<file path="src/rtl/multicycle_ctrl_seq.sv">
`default_nettype none
// ============================================================================
// Module      : multicycle_ctrl_seq
// Description : Multi-cycle IF->ID->EX->[MEM]->WB control sequencer for a
//               single-issue RV64I core, with stall timeout and halt causes.
// Revision    : 1.0 - initial release
// ============================================================================
module multicycle_ctrl_seq #(
  parameter int XLEN        = 64,
  parameter int STALL_LIMIT = 255,
  parameter int CNT_W       = 64
) (
  input  logic             clk,
  input  logic             rst,
  input  logic [31:0]      instr,
  input  logic             ifu_finish,
  input  logic             exu_finish,
  input  logic             memu_finish,
  output logic             ifu_valid,
  output logic             idu_valid,
  output logic             exu_valid,
  output logic             memu_valid,
  output logic             wb_valid,
  output logic [4:0]       rs1_addr,
  output logic [4:0]       rs2_addr,
  output logic [4:0]       rd_addr,
  output logic [XLEN-1:0]  imm,
  output logic [4:0]       alu_op,
  output logic [1:0]       alu_a_sel,
  output logic [1:0]       alu_b_sel,
  output logic [1:0]       br_sel,
  output logic             mem_re,
  output logic             mem_we,
  output logic             rf_we,
  output logic             retire,
  output logic             halted,
  output logic             illegal_instr,
  output logic             timeout_err,
  output logic [CNT_W-1:0] instret
);

  localparam logic [2:0] S_IF   = 3'd0;
  localparam logic [2:0] S_ID   = 3'd1;
  localparam logic [2:0] S_EX   = 3'd2;
  localparam logic [2:0] S_MEM  = 3'd3;
  localparam logic [2:0] S_WB   = 3'd4;
  localparam logic [2:0] S_HALT = 3'd5;

  localparam logic [6:0] c_op_op     = 7'b0110011;
  localparam logic [6:0] c_op_opimm  = 7'b0010011;
  localparam logic [6:0] c_op_op32   = 7'b0111011;
  localparam logic [6:0] c_op_opim32 = 7'b0011011;
  localparam logic [6:0] c_op_lui    = 7'b0110111;
  localparam logic [6:0] c_op_auipc  = 7'b0010111;
  localparam logic [6:0] c_op_jal    = 7'b1101111;
  localparam logic [6:0] c_op_jalr   = 7'b1100111;
  localparam logic [6:0] c_op_branch = 7'b1100011;
  localparam logic [6:0] c_op_load   = 7'b0000011;
  localparam logic [6:0] c_op_store  = 7'b0100011;
  localparam logic [31:0] c_ebreak   = 32'h0010_0073;

  localparam logic [4:0] c_alu_add  = 5'd0;
  localparam logic [4:0] c_alu_sub  = 5'd1;
  localparam logic [4:0] c_alu_pass = 5'd20;

  localparam bit c_rv64  = (XLEN == 64);
  localparam bit c_to_en = (STALL_LIMIT != 0);
  localparam int c_stall_w = (STALL_LIMIT > 0) ? $clog2(STALL_LIMIT + 1) : 1;
  localparam logic [c_stall_w-1:0] c_stall_limit = c_stall_w'(STALL_LIMIT);

  logic [2:0]           r_state;
  logic [2:0]           w_next;
  logic [31:0]          r_instr;
  logic [c_stall_w-1:0] r_stall;
  logic [CNT_W-1:0]     r_instret;
  logic                 r_illegal;
  logic                 r_timeout;

  logic [XLEN-1:0] r_imm;
  logic [4:0]      r_alu_op;
  logic [1:0]      r_a_sel;
  logic [1:0]      r_b_sel;
  logic [1:0]      r_br_sel;
  logic            r_mem_re;
  logic            r_mem_we;
  logic            r_wr;

  logic            w_legal;
  logic            w_ebreak;
  logic            w_wr;
  logic [4:0]      w_alu_op;
  logic [1:0]      w_a_sel;
  logic [1:0]      w_b_sel;
  logic [1:0]      w_br_sel;
  logic            w_mem_re;
  logic            w_mem_we;
  logic [31:0]     w_imm32;
  logic [XLEN-1:0] w_imm;
  logic            w_waiting;
  logic            w_fin;
  logic            w_to_fire;

  function automatic logic [4:0] f_alu(input logic [2:0] f3, input logic alt);
    case (f3)
      3'd0:    f_alu = alt ? c_alu_sub : c_alu_add;
      3'd1:    f_alu = 5'd5;
      3'd2:    f_alu = 5'd8;
      3'd3:    f_alu = 5'd9;
      3'd4:    f_alu = 5'd4;
      3'd5:    f_alu = alt ? 5'd7 : 5'd6;
      3'd6:    f_alu = 5'd3;
      default: f_alu = 5'd2;
    endcase
  endfunction

  // Decode works on the latched word; its results are captured on ID->EX.
  always_comb begin
    w_legal  = 1'b0;
    w_ebreak = 1'b0;
    w_wr     = 1'b0;
    w_alu_op = c_alu_add;
    w_a_sel  = 2'd0;
    w_b_sel  = 2'd0;
    w_br_sel = 2'd0;
    w_mem_re = 1'b0;
    w_mem_we = 1'b0;
    w_imm32  = 32'd0;
    case (r_instr[6:0])
      c_op_op, c_op_op32: begin
        w_legal  = (r_instr[6:0] == c_op_op) || c_rv64;
        w_wr     = 1'b1;
        w_alu_op = f_alu(r_instr[14:12], r_instr[30]);
      end
      c_op_opimm, c_op_opim32: begin
        w_legal  = (r_instr[6:0] == c_op_opimm) || c_rv64;
        w_wr     = 1'b1;
        w_b_sel  = 2'd1;
        w_imm32  = {{20{r_instr[31]}}, r_instr[31:20]};
        w_alu_op = f_alu(r_instr[14:12], (r_instr[14:12] == 3'd5) && r_instr[30]);
      end
      c_op_lui: begin
        w_legal  = 1'b1;
        w_wr     = 1'b1;
        w_b_sel  = 2'd1;
        w_alu_op = c_alu_pass;
        w_imm32  = {r_instr[31:12], 12'd0};
      end
      c_op_auipc: begin
        w_legal  = 1'b1;
        w_wr     = 1'b1;
        w_a_sel  = 2'd1;
        w_b_sel  = 2'd1;
        w_imm32  = {r_instr[31:12], 12'd0};
      end
      c_op_jal: begin
        w_legal  = 1'b1;
        w_wr     = 1'b1;
        w_a_sel  = 2'd1;
        w_b_sel  = 2'd2;
        w_br_sel = 2'd1;
        w_imm32  = {{12{r_instr[31]}}, r_instr[19:12], r_instr[20], r_instr[30:21], 1'b0};
      end
      c_op_jalr: begin
        w_legal  = (r_instr[14:12] == 3'd0);
        w_wr     = 1'b1;
        w_a_sel  = 2'd1;
        w_b_sel  = 2'd2;
        w_br_sel = 2'd2;
        w_imm32  = {{20{r_instr[31]}}, r_instr[31:20]};
      end
      c_op_branch: begin
        w_legal  = (r_instr[14:12] != 3'd2) && (r_instr[14:12] != 3'd3);
        w_br_sel = 2'd3;
        w_alu_op = c_alu_sub;
        w_imm32  = {{20{r_instr[31]}}, r_instr[7], r_instr[30:25], r_instr[11:8], 1'b0};
      end
      c_op_load: begin
        w_legal  = 1'b1;
        w_wr     = 1'b1;
        w_mem_re = 1'b1;
        w_b_sel  = 2'd1;
        w_imm32  = {{20{r_instr[31]}}, r_instr[31:20]};
      end
      c_op_store: begin
        w_legal  = 1'b1;
        w_mem_we = 1'b1;
        w_b_sel  = 2'd1;
        w_imm32  = {{20{r_instr[31]}}, r_instr[31:25], r_instr[11:7]};
      end
      default: begin
        w_ebreak = (r_instr == c_ebreak);
      end
    endcase
    w_imm       = {XLEN{w_imm32[31]}};
    w_imm[31:0] = w_imm32;
  end

  assign w_waiting = (r_state == S_IF) || (r_state == S_EX) || (r_state == S_MEM);
  assign w_fin     = ((r_state == S_IF)  && ifu_finish) ||
                     ((r_state == S_EX)  && exu_finish) ||
                     ((r_state == S_MEM) && memu_finish);
  assign w_to_fire = c_to_en && w_waiting && !w_fin && (r_stall == c_stall_limit);

  always_ff @(posedge clk or posedge rst) begin
    if (rst) r_state <= S_IF;
    else     r_state <= w_next;
  end

  always_comb begin
    w_next = r_state;
    case (r_state)
      S_IF:    if (ifu_finish) w_next = S_ID;
               else if (w_to_fire) w_next = S_HALT;
      S_ID:    w_next = w_legal ? S_EX : S_HALT;
      S_EX:    if (exu_finish) w_next = (r_mem_re || r_mem_we) ? S_MEM : S_WB;
               else if (w_to_fire) w_next = S_HALT;
      S_MEM:   if (memu_finish) w_next = S_WB;
               else if (w_to_fire) w_next = S_HALT;
      S_WB:    w_next = S_IF;
      default: w_next = S_HALT;
    endcase
  end

  always_ff @(posedge clk or posedge rst) begin
    if (rst) begin
      r_instr   <= 32'd0;
      r_stall   <= '0;
      r_instret <= '0;
      r_illegal <= 1'b0;
      r_timeout <= 1'b0;
      r_imm     <= '0;
      r_alu_op  <= 5'd0;
      r_a_sel   <= 2'd0;
      r_b_sel   <= 2'd0;
      r_br_sel  <= 2'd0;
      r_mem_re  <= 1'b0;
      r_mem_we  <= 1'b0;
      r_wr      <= 1'b0;
    end else begin
      if ((r_state == S_IF) && ifu_finish) r_instr <= instr;
      // Counter restarts on every state change, so entering a wait state sees 0.
      if (r_state != w_next) r_stall <= '0;
      else if (w_waiting)    r_stall <= r_stall + c_stall_w'(1);
      if (r_state == S_WB) r_instret <= r_instret + CNT_W'(1);
      if ((r_state == S_ID) && !w_legal && !w_ebreak) r_illegal <= 1'b1;
      if (w_to_fire) r_timeout <= 1'b1;
      if ((r_state == S_ID) && w_legal) begin
        r_imm    <= w_imm;
        r_alu_op <= w_alu_op;
        r_a_sel  <= w_a_sel;
        r_b_sel  <= w_b_sel;
        r_br_sel <= w_br_sel;
        r_mem_re <= w_mem_re;
        r_mem_we <= w_mem_we;
        r_wr     <= w_wr;
      end
    end
  end

  always_comb begin
    ifu_valid     = (r_state == S_IF);
    idu_valid     = (r_state == S_ID);
    exu_valid     = (r_state == S_EX);
    memu_valid    = (r_state == S_MEM);
    wb_valid      = (r_state == S_WB);
    halted        = (r_state == S_HALT);
    retire        = (r_state == S_WB);
    rf_we         = (r_state == S_WB) && r_wr && (r_instr[11:7] != 5'd0);
    rs1_addr      = r_instr[19:15];
    rs2_addr      = r_instr[24:20];
    rd_addr       = r_instr[11:7];
    imm           = r_imm;
    alu_op        = r_alu_op;
    alu_a_sel     = r_a_sel;
    alu_b_sel     = r_b_sel;
    br_sel        = r_br_sel;
    mem_re        = r_mem_re;
    mem_we        = r_mem_we;
    illegal_instr = r_illegal;
    timeout_err   = r_timeout;
    instret       = r_instret;
  end

endmodule
`default_nettype wire

</file>
<file path="config.mk">
export PLATFORM = sky130hd
export DESIGN_NAME = multicycle_ctrl_seq
export DESIGN_NICKNAME = d
export VERILOG_FILES = /design/src/rtl/multicycle_ctrl_seq.sv
export SDC_FILE = /design/constraint.sdc
export NUM_CORES = 1
export LEC_CHECK = 0
export ABC_CLOCK_PERIOD_IN_PS = 8140
export CAP_MARGIN = 20
export CELL_PAD_IN_SITES_DETAIL_PLACEMENT = 0
export CELL_PAD_IN_SITES_GLOBAL_PLACEMENT = 1
export CORE_MARGIN = 3
export CORE_UTILIZATION = 41
export DETAILED_ROUTE_END_ITERATION = 10
export PLACE_DENSITY = 0.9
export SYNTH_ARGS = -nofsm -noshare
export SYNTH_HDL_FRONTEND = slang
export SYNTH_SLANG_ARGS = --single-unit
</file>
<file path="constraint.sdc">
create_clock -name clk -period 8.14 [get_ports clk]
set_input_delay 2.035 -clock clk [delete_from_list [all_inputs] [get_ports clk]]
set_output_delay 2.035 -clock clk [all_outputs]
set_load 0.01 [all_outputs]
</file>
==> metrics.txt, run 1 <==
Top FF cell, synth sky130_fd_sc_hd__dfrtp_1; maximum number of buffers from clock root to sink 2; synth cell count leaders sky130_fd_sc_hd__dfrtp_1 (154), sky130_fd_sc_hd__buf_4 (50), sky130_fd_sc_hd__nand2_1 (46); outcome completed; dominant cells by area after synthesis sky130_fd_sc_hd__dfrtp_1 (50%), sky130_fd_sc_hd__mux2_2 (5.5%), sky130_fd_sc_hd__buf_4 (4.9%); Die Outline Area 20290 um2; drt first-iter violations 391; standby leakage power 4.424 nW; antenna viol nets, final 0; number of enable-type register cells in the synthesized netlist 0; actual transition at the worst max-transition pin 949.4 ps; dpl hpwl 13.93 mm; CP delay by family, top buffers and inverters; number of H-tree levels 4; worst min path class register to register; postcts setup bufs 0; post-synthesis area per instance 10.91 um2; Nets 886; antenna violations before repair 0; GR Util All Layers 0.1926; net count of the mapped netlist 739; complex-gate fraction of the synthesized area 0.1056; CP Capture Type output pin; Post-Syn Area 7634 um2; Std-Cell Rows 49; wire length of the first global-routing pass 31.17 mm; Worst VDD drop 137.5 uV; CP max FO 26; maximum number of pins on one net before global-route repair 108; DR vias/cell 5.337; Clk Latency, worst-skew pair 420 ps; count of clock tree sinks 154; number of hold-slack violations in the final timing report 0; Final Wtd Congestion 0.8653; post-synth top area share 0.5048; FF+latch count, synth 154; critical path type register to output pin; share of the clock period used by the worst path after layout 0.5748; top-level I/O count 203; cts-stage hold buffer count 0; Layout Utilization 0.5558; clock-pin slew reported for the worst setup and hold paths after clock tree synthesis 60 ps; fraction of synthesized area in multiplexers 0.06245; Relative slew margins 0.3613; unrepaired setup endpoints after global routing no; share of flip-flops with an asynchronous set or reset 1.000; Layout Area Growth over Synthesis 32.14%; Die Wd 142.5 um; per-cell routed wire length 18.06 um; post-synthesis adder-cell area fraction 0.004589; simple-gate area share of the yosys netlist 0.1578; Worst Hold Slack 480.3 ps; highest attainable clock frequency 0.2137 GHz; count of distinct cell types in the synthesized netlist 65; total power of the final layout 1.668 mW; leading cell type by number of instances after synthesis sky130_fd_sc_hd__dfrtp_1; sequential cell area fraction in the yosys report 0.5048; Ys Warns 0; CP Launch Type register; Synth area leader sky130_fd_sc_hd__dfrtp_1; cell breakdown of the critical path nor2b_1 > nand2b_1 > buf_4 > inv_1 > clkdlybuf4s50_1; DRC violation count after routing 0; Critical path buffers and inverters 3; Die Y-Extent 142.5 um; fin. max-slew vios 0; fraction of synthesized cell area in xor and xnor cells 0.08146; core footprint 18150 um2; fraction of final layout cells sized beyond drive strength 1 0.1244; data arrival time of the worst path 2640 ps; Critical Path Slowest Stage Cell sky130_fd_sc_hd__dfrtp_1; initial standard-cell utilization of the core 0.4206; count of non-filler cells in the finished layout 1089; cell count after synthesis 700; Setup-failing EPs final 0; n_diodes 0; total negative slack for setup checks 0 ps; cts bufs inserted 17; number of vias in the routed layout 5812; Cells after DPL 1057; first-pass detailed-route iteration total 5; max-cap check violation count 0; clock tree root buffer cell sky130_fd_sc_hd__clkbuf_16; sum of routed wire length over all layers 19.67 mm; longest individual stage delay on the worst path 610 ps; quantity of I/O buffers inserted on ports 201; final setup skew 11.67 ps; combinational family with the most area after synthesis simple AND/OR/NAND/NOR gates; crit path time final 4679 ps; via count of the first global-routing pass 5569; TritonCTS clock tree done; data required time at the worst endpoint 6110 ps; power density relative to cell area 165.3 nW/um2; post-cts gate resize count 0; remaining global-route overflow 0
## cell usage in the layout (no fill, tap or decap), types with 17 or more instances in the layout
cell type and n:
sky130_fd_sc_hd__xor2_1 32, sky130_fd_sc_hd__nor3_1 20, sky130_fd_sc_hd__clkdlybuf4s50_1 201, sky130_fd_sc_hd__mux2_2 37, sky130_fd_sc_hd__inv_1 24, sky130_fd_sc_hd__xnor2_1 39
sky130_fd_sc_hd__nand3_1 24, sky130_fd_sc_hd__clkbuf_16 17, sky130_fd_sc_hd__o21ai_0 34, sky130_fd_sc_hd__nand2_1 46, sky130_fd_sc_hd__dfrtp_1 154, sky130_fd_sc_hd__a21oi_1 17
sky130_fd_sc_hd__nor2_1 27
## routing by layer
| layer | global-route usage | routed length [um] |
|---|---|---|
| met1 | 0.2715 | 8950 |
| met2 | 0.2913 | 9193 |
| met3 | 0.04301 | 1062 |
| met4 | 0.07304 | 460 |
| met5 | 0 | 0 |
## state kept, by name, summed over array words and instances, names as in the netlist
name / count
instret: 64
illegal_instr: 1
alu_b_sel: 2
imm: 32
r_wr: 1
alu_a_sel: 1
r_stall: 8
mem_we: 1
r_instr: 32
r_state: 3
alu_op: 5
mem_re: 1
timeout_err: 1
br_sel: 2
## per-stage QoR
| stage | setup WS, ps | instance area (um2) |
|---|---|---|
| 3_3_place_gp | 3705 | 9472 |
| 6_report | 3461 | 10090 |
| 2_1_floorplan | 1955 | 7634 |
| 3_5_place_dp | 3631 | 9472 |
| 5_1_grt | 3242 | 10090 |
| 4_1_cts | 3451 | 10090 |
## cell type report
type                    instances  area, um2
clock buffers                  21      480.5
clock inverters                11      135.1
fillers                      1574       8060
inverters                      25      98.84
multi-input cells             440       3161
flip-flops and latches        154       3854
well taps                     229      286.5
repair buffers                209       2072
## cells by family (layout without fill, tap and decap cells)
logic type | after synthesis | after routing
AO/OA/AOI/OAI | 116 | 116
XOR/XNOR | 71 | 71
adder cells (fa/ha/maj) | 3 | 3
buffers and inverters | 106 | 266
flip-flops | 154 | 154
multiplexers | 41 | 41
other | 1 | 1
AND/OR/NAND/NOR | 208 | 208
## report_power, final
group	leakage (nW)	internal, mW	switching [mW]
Clock	0.305	0.490	0.322
Sequential	2.10	0.774	0.0155
Combinational	2.02	0.0339	0.0325
Total	4.42	1.30	0.370
## path summary, 6_finish.rpt
path	from	end	slack, ps	cells past startpoint
worst min register to register	timeout_err$_DFFE_PP0P_	timeout_err$_DFFE_PP0P_	480	1
max in group asynchronous	rst	imm[7]$_DFFE_PP0P_	4760	3
min in group asynchronous	rst	r_instr[10]$_DFFE_PP0P_	2210	2
worst max register to register	r_instr[3]$_DFFE_PP0P_	imm[17]$_DFFE_PP0P_	5370	7
worst min-delay path	timeout_err$_DFFE_PP0P_	timeout_err$_DFFE_PP0P_	480	1
worst max-delay path	r_state[0]$_DFF_PP0_	idu_valid	3460	5
Power figures use the tool's default switching activity.
==> run 2: changes to the inputs <==
Settings changed: ABC_CLOCK_PERIOD_IN_PS 8140 to 4900, CORE_UTILIZATION 41 to 38, PLACE_DENSITY 0.9 to 0.85.
Clock period 8.14 ns to 4.9 ns, I/O delays scaled along.
==> metrics.txt, run 2 (same netlist as run 1, synthesis figures left out) <==
outcome completed; flip-flop count of the largest register after layout 64; leading cell types in the layout, fill and taps excluded sky130_fd_sc_hd__clkdlybuf4s50_1 (201), sky130_fd_sc_hd__dfrtp_1 (154), sky130_fd_sc_hd__nand2_1 (46), sky130_fd_sc_hd__xnor2_1 (39), sky130_fd_sc_hd__mux2_2 (37); switching fraction of total power 0.2430; Setup-failing EPs final 0; drt first-iter violations 369; sequential fraction of design power 0.477; maximum number of pins on one net before global-route repair 80; Final Wtd Congestion 0.8678; clock-pin slew reported for the worst setup and hold paths after clock tree synthesis 60 ps; fill count 1783; power density relative to cell area 271.2 nW/um2; maximum number of buffers from clock root to sink 2; clock network fraction of design power 0.482; Hold Path Origin instret[63]$_DFFE_PP0P_; actual transition at the worst max-transition pin 919.5 ps; cts-stage hold buffer count 0; number of hold-slack violations in the final timing report 0; RR Endpoint imm[17]$_DFFE_PP0P_; number of vias in the routed layout 5798; initial standard-cell utilization of the core 0.3897; post-cts gate resize count 0; clock tree root buffer cell sky130_fd_sc_hd__clkbuf_16; DR vias/cell 5.149; GR Util All Layers 0.1874; Sw Pwr 0.6678 mW; dpl hpwl 14.18 mm; total power of the final layout 2.748 mW; CP Capture Type output pin; max-cap check violation count 0; worst-case setup margin in the final layout 958.7 ps; quantity of I/O buffers inserted on ports 201; post-placement worst setup slack 1220 ps; Relative slew margins 0.3813; Layout Area Growth over Synthesis 32.72%; count of clock tree sinks 154; worst min-delay path endpoint instret[63]$_DFFE_PP0P_; fin. max-slew vios 0; Die Outline Area 21830 um2; final setup skew 11.27 ps; postcts setup bufs 0; n_diodes 0; Std-Cell Rows 51; standby leakage power 4.417 nW; sum of routed wire length over all layers 20.34 mm; antenna violations before repair 0; Worst VDD drop 206.6 uV; core footprint 19590 um2; data arrival time of the worst path 2720 ps; hold path cells 1; wire length of the first global-routing pass 32.58 mm; combinational share of power 0.041; top-level I/O count 203; antenna viol nets, final 0; Die Wd 147.7 um; number of H-tree levels 4; startpoint of the most critical register-to-register path r_instr[3]$_DFFE_PP0P_; first-pass detailed-route iteration total 5; fraction of final layout cells sized beyond drive strength 1 0.1254; per-cell routed wire length 18.06 um; total negative slack for setup checks 0 ps; Clk Latency, worst-skew pair 430 ps; number of cell instances on the worst register-to-register path 7; unrepaired setup endpoints after global routing no; critical path type register to output pin; share of the clock period used by the worst path after layout 0.8044; cts bufs inserted 17; internal power summed over all cells 2.080 mW; Die Y-Extent 147.7 um; highest attainable clock frequency 0.2537 GHz; most common library cell in the layout ignoring fill and taps sky130_fd_sc_hd__clkdlybuf4s50_1; crit path time final 3941 ps; DRC violation count after routing 0; TritonCTS clock tree done; CP max FO 26; Nets 887; data required time at the worst endpoint 3670 ps; setup slack on the worst flop-to-flop path 1970 ps; CP Launch Type register; worst min path class register to register; remaining global-route overflow 0; via count of the first global-routing pass 5798
run 2: changes by cell type in the layout (fill, tap and decap cells not counted), sizes merged:
| cell | before | now |
|---|---|---|
| inv | 28 | 32 |
| clkbuf | 21 | 18 |
| clkinv | 6 | 4 |
| clkinvlp | 0 | 2 |
| buf | 8 | 9 |
| bufinv | 2 | 1 |
run 2: final cells by class:
class	count	area, um2	share of cell area
sequential	154	3854	0.3804
multi-input combinational	440	3161	0.3120
timing repair buffer	210	2092	0.2065
clock buffer	18	439.2	0.04335
tap	265	331.6	0.03273
clock inverter	14	156.4	0.01544
inverter	25	97.59	0.009633
run 2: how the worst max path moves through the flow:
stage	cells after the start	slack (ps)	from	end
after floorplan	1	1730	rst	alu_a_sel[0]$_DFFE_PP0P_
after global placement	6	1270	exu_finish	r_stall[2]$_DFFE_PP0P_
after detailed placement	6	1220	exu_finish	r_stall[6]$_DFFE_PP0P_
after CTS	5	970	r_state[0]$_DFF_PP0_	idu_valid
after global routing	5	790	r_state[0]$_DFF_PP0_	idu_valid
final	5	960	r_state[0]$_DFF_PP0_	idu_valid
run 2: per-layer routing:
| metal | routed length (um) | up-vias | track usage |
|---|---|---|---|
| li1 | - | 2754 | - |
| met1 | 9251 | 2868 | 0.2632 |
| met2 | 9639 | 159 | 0.2941 |
| met3 | 1238 | 17 | 0.04752 |
| met4 | 210 | 0 | 0.04380 |
| met5 | 0 | - | 0 |
run 2: stage by stage:
step	std cells	utilization	hold slack, ps	cell area [um2]
final	1126	0.5171	466.9	10130
after global routing	1126	0.5171	493.7	10130
after CTS	1126	0.5171	473.9	10130
after detailed placement	1094	0.4867	460.9	9535
after global placement	1094	0.4867	455.8	9535
after floorplan	700	-	470.5	7637
run 2: worst max-delay path: stages (launching register included):
cell and delay, ps:
sky130_fd_sc_hd__dfrtp_1 620, sky130_fd_sc_hd__nor2b_1 580, sky130_fd_sc_hd__nand2b_1 130, sky130_fd_sc_hd__buf_4 250, sky130_fd_sc_hd__inv_1 140, sky130_fd_sc_hd__clkdlybuf4s50_1 560
run 2: power by group through the flow:
stage	registers, mW	logic, mW	clock network (mW)
4_1_cts	1.31	0.115	1.35
3_3_place_gp	1.33	0.113	0
5_1_grt	1.31	0.123	1.41
2_1_floorplan	1.32	0.0707	0
6_report	1.31	0.113	1.32
3_5_place_dp	1.33	0.114	0
==> run 3: changes to the inputs <==
Settings changed: ABC_CLOCK_PERIOD_IN_PS 4900 to 3700.
Clock period 4.9 ns to 3.7 ns, I/O delays scaled along.
==> metrics.txt, run 3 (same netlist as run 1, synthesis figures left out) <==
outcome completed; per-cell routed wire length 17.85 um; Setup-failing EPs final 0; DR vias/cell 5.129; Nets 891; fraction of final layout cells sized beyond drive strength 1 0.1295; fin area 10180 um2; postcts setup bufs 0; antenna violations before repair 0; wire length of the first global-routing pass 32.57 mm; Clk Latency, worst-skew pair 420 ps; clock network fraction of design power 0.486; n_diodes 0; Worst VDD drop 278.2 uV; flip-flop count of the largest register after layout 64; number of H-tree levels 4; GR Util All Layers 0.1865; maximum number of buffers from clock root to sink 2; cts bufs inserted 17; number of hold-slack violations in the final timing report 0; max-cap check violation count 0; fill count 1735; drt first-iter violations 301; combinational share of power 0.041; top-level I/O count 203; Die Wd 147.7 um; sequential cell area 3854 um2; initial standard-cell utilization of the core 0.3897; Worst Hold Slack 462.5 ps; Layout Area Growth over Synthesis 33.32%; core footprint 19590 um2; count of clock tree sinks 154; highest attainable clock frequency 0.3028 GHz; post-cts gate resize count 0; remaining global-route overflow 0; critical path type register to output pin; leading cell types in the layout, fill and taps excluded sky130_fd_sc_hd__clkdlybuf4s50_1 (201), sky130_fd_sc_hd__dfrtp_1 (154), sky130_fd_sc_hd__nand2_1 (46), sky130_fd_sc_hd__xnor2_1 (39), sky130_fd_sc_hd__mux2_2 (37); clock tree root buffer cell sky130_fd_sc_hd__clkbuf_16; crit path time final 3302 ps; fin. max-slew vios 0; quantity of I/O buffers inserted on ports 201; dpl hpwl 14.03 mm; total negative slack for setup checks 0 ps; via count of the first global-routing pass 5849; multi-input logic area 3161 um2; final setup skew 8.045 ps; sum of routed wire length over all layers 20.18 mm; cts-stage hold buffer count 0; internal power summed over all cells 2.811 mW; placed cell area 9578 um2; Final Wtd Congestion 0.8455; total power of the final layout 3.670 mW; CP Launch Type register; standby leakage power 4.440 nW; Die Outline Area 21830 um2; Std-Cell Rows 51; power density relative to cell area 360.6 nW/um2; TritonCTS clock tree done; data arrival time of the worst path 2380 ps; number of vias in the routed layout 5796; first-pass detailed-route iteration total 5; Die Y-Extent 147.7 um; maximum number of pins on one net before global-route repair 88; antenna viol nets, final 0; sequential fraction of design power 0.473; Sw Pwr 0.8596 mW; Relative slew margins 0.3634; CP Capture Type output pin; CP max FO 15; share of the clock period used by the worst path after layout 0.8924; switching fraction of total power 0.2342; unrepaired setup endpoints after global routing no; clock-pin slew reported for the worst setup and hold paths after clock tree synthesis 60 ps; data required time at the worst endpoint 2770 ps; most common library cell in the layout ignoring fill and taps sky130_fd_sc_hd__clkdlybuf4s50_1; actual transition at the worst max-transition pin 946.1 ps; DRC violation count after routing 0; worst min path class register to register
-- run 3: layout make-up --
| cell class | instances | share of cell area |
|---|---|---|
| clock buffers | 18 | 0.04315 |
| clock inverters | 14 | 0.01574 |
| inverters | 25 | 0.009589 |
| multi-input cells | 440 | 0.3105 |
| flip-flops and latches | 154 | 0.3787 |
| well taps | 265 | 0.03258 |
| repair buffers | 214 | 0.2097 |
-- run 3: power groups by stage --
| stage | combinational [mW] | clock, mW | sequential [mW] |
|---|---|---|---|
| 2_1_floorplan | 0.0936 | 0 | 1.75 |
| 3_3_place_gp | 0.152 | 0 | 1.77 |
| 3_5_place_dp | 0.153 | 0 | 1.77 |
| 4_1_cts | 0.155 | 1.82 | 1.74 |
| 5_1_grt | 0.167 | 1.89 | 1.74 |
| 6_report | 0.151 | 1.78 | 1.74 |
-- run 3: critical path: stages (launching register included) --
cell	delay (ps)
sky130_fd_sc_hd__dfrtp_1	550
sky130_fd_sc_hd__nor3b_1	430
sky130_fd_sc_hd__buf_4	240
sky130_fd_sc_hd__and3_1	160
sky130_fd_sc_hd__clkdlybuf4s50_1	590
-- run 3: metrics by stage --
step / setup slack, ps / cells / util
after floorplan: 830.1 / 700 / -
after global placement: 687.7 / 1098 / 0.4889
after detailed placement: 594.4 / 1098 / 0.4889
after CTS: 381.5 / 1130 / 0.5195
after global routing: 203.9 / 1130 / 0.5195
final: 398.0 / 1130 / 0.5195
-- run 3: layer usage --
| layer | up-vias | routed length, um | track usage |
|---|---|---|---|
| met1 | 2859 | 9311 | 0.2599 |
| li1 | 2747 | - | - |
| met5 | - | 0 | 0 |
| met2 | 168 | 9424 | 0.2907 |
| met3 | 22 | 1103 | 0.04690 |
| met4 | 0 | 336 | 0.05312 |
-- run 3: worst paths after layout --
check	startpoint	endpoint	slack, ps	cells past startpoint
setup / recovery	r_state[0]$_DFF_PP0_	rf_we	400	4
hold / removal	instret[63]$_DFFE_PP0P_	instret[63]$_DFFE_PP0P_	460	1
setup reg to reg	r_instr[3]$_DFFE_PP0P_	imm[14]$_DFFE_PP0P_	890	6
hold reg to reg	instret[63]$_DFFE_PP0P_	instret[63]$_DFFE_PP0P_	460	1
max in group asynchronous	rst	illegal_instr$_DFFE_PP0P_	2060	3
min in group asynchronous	rst	instret[51]$_DFFE_PP0P_	860	2
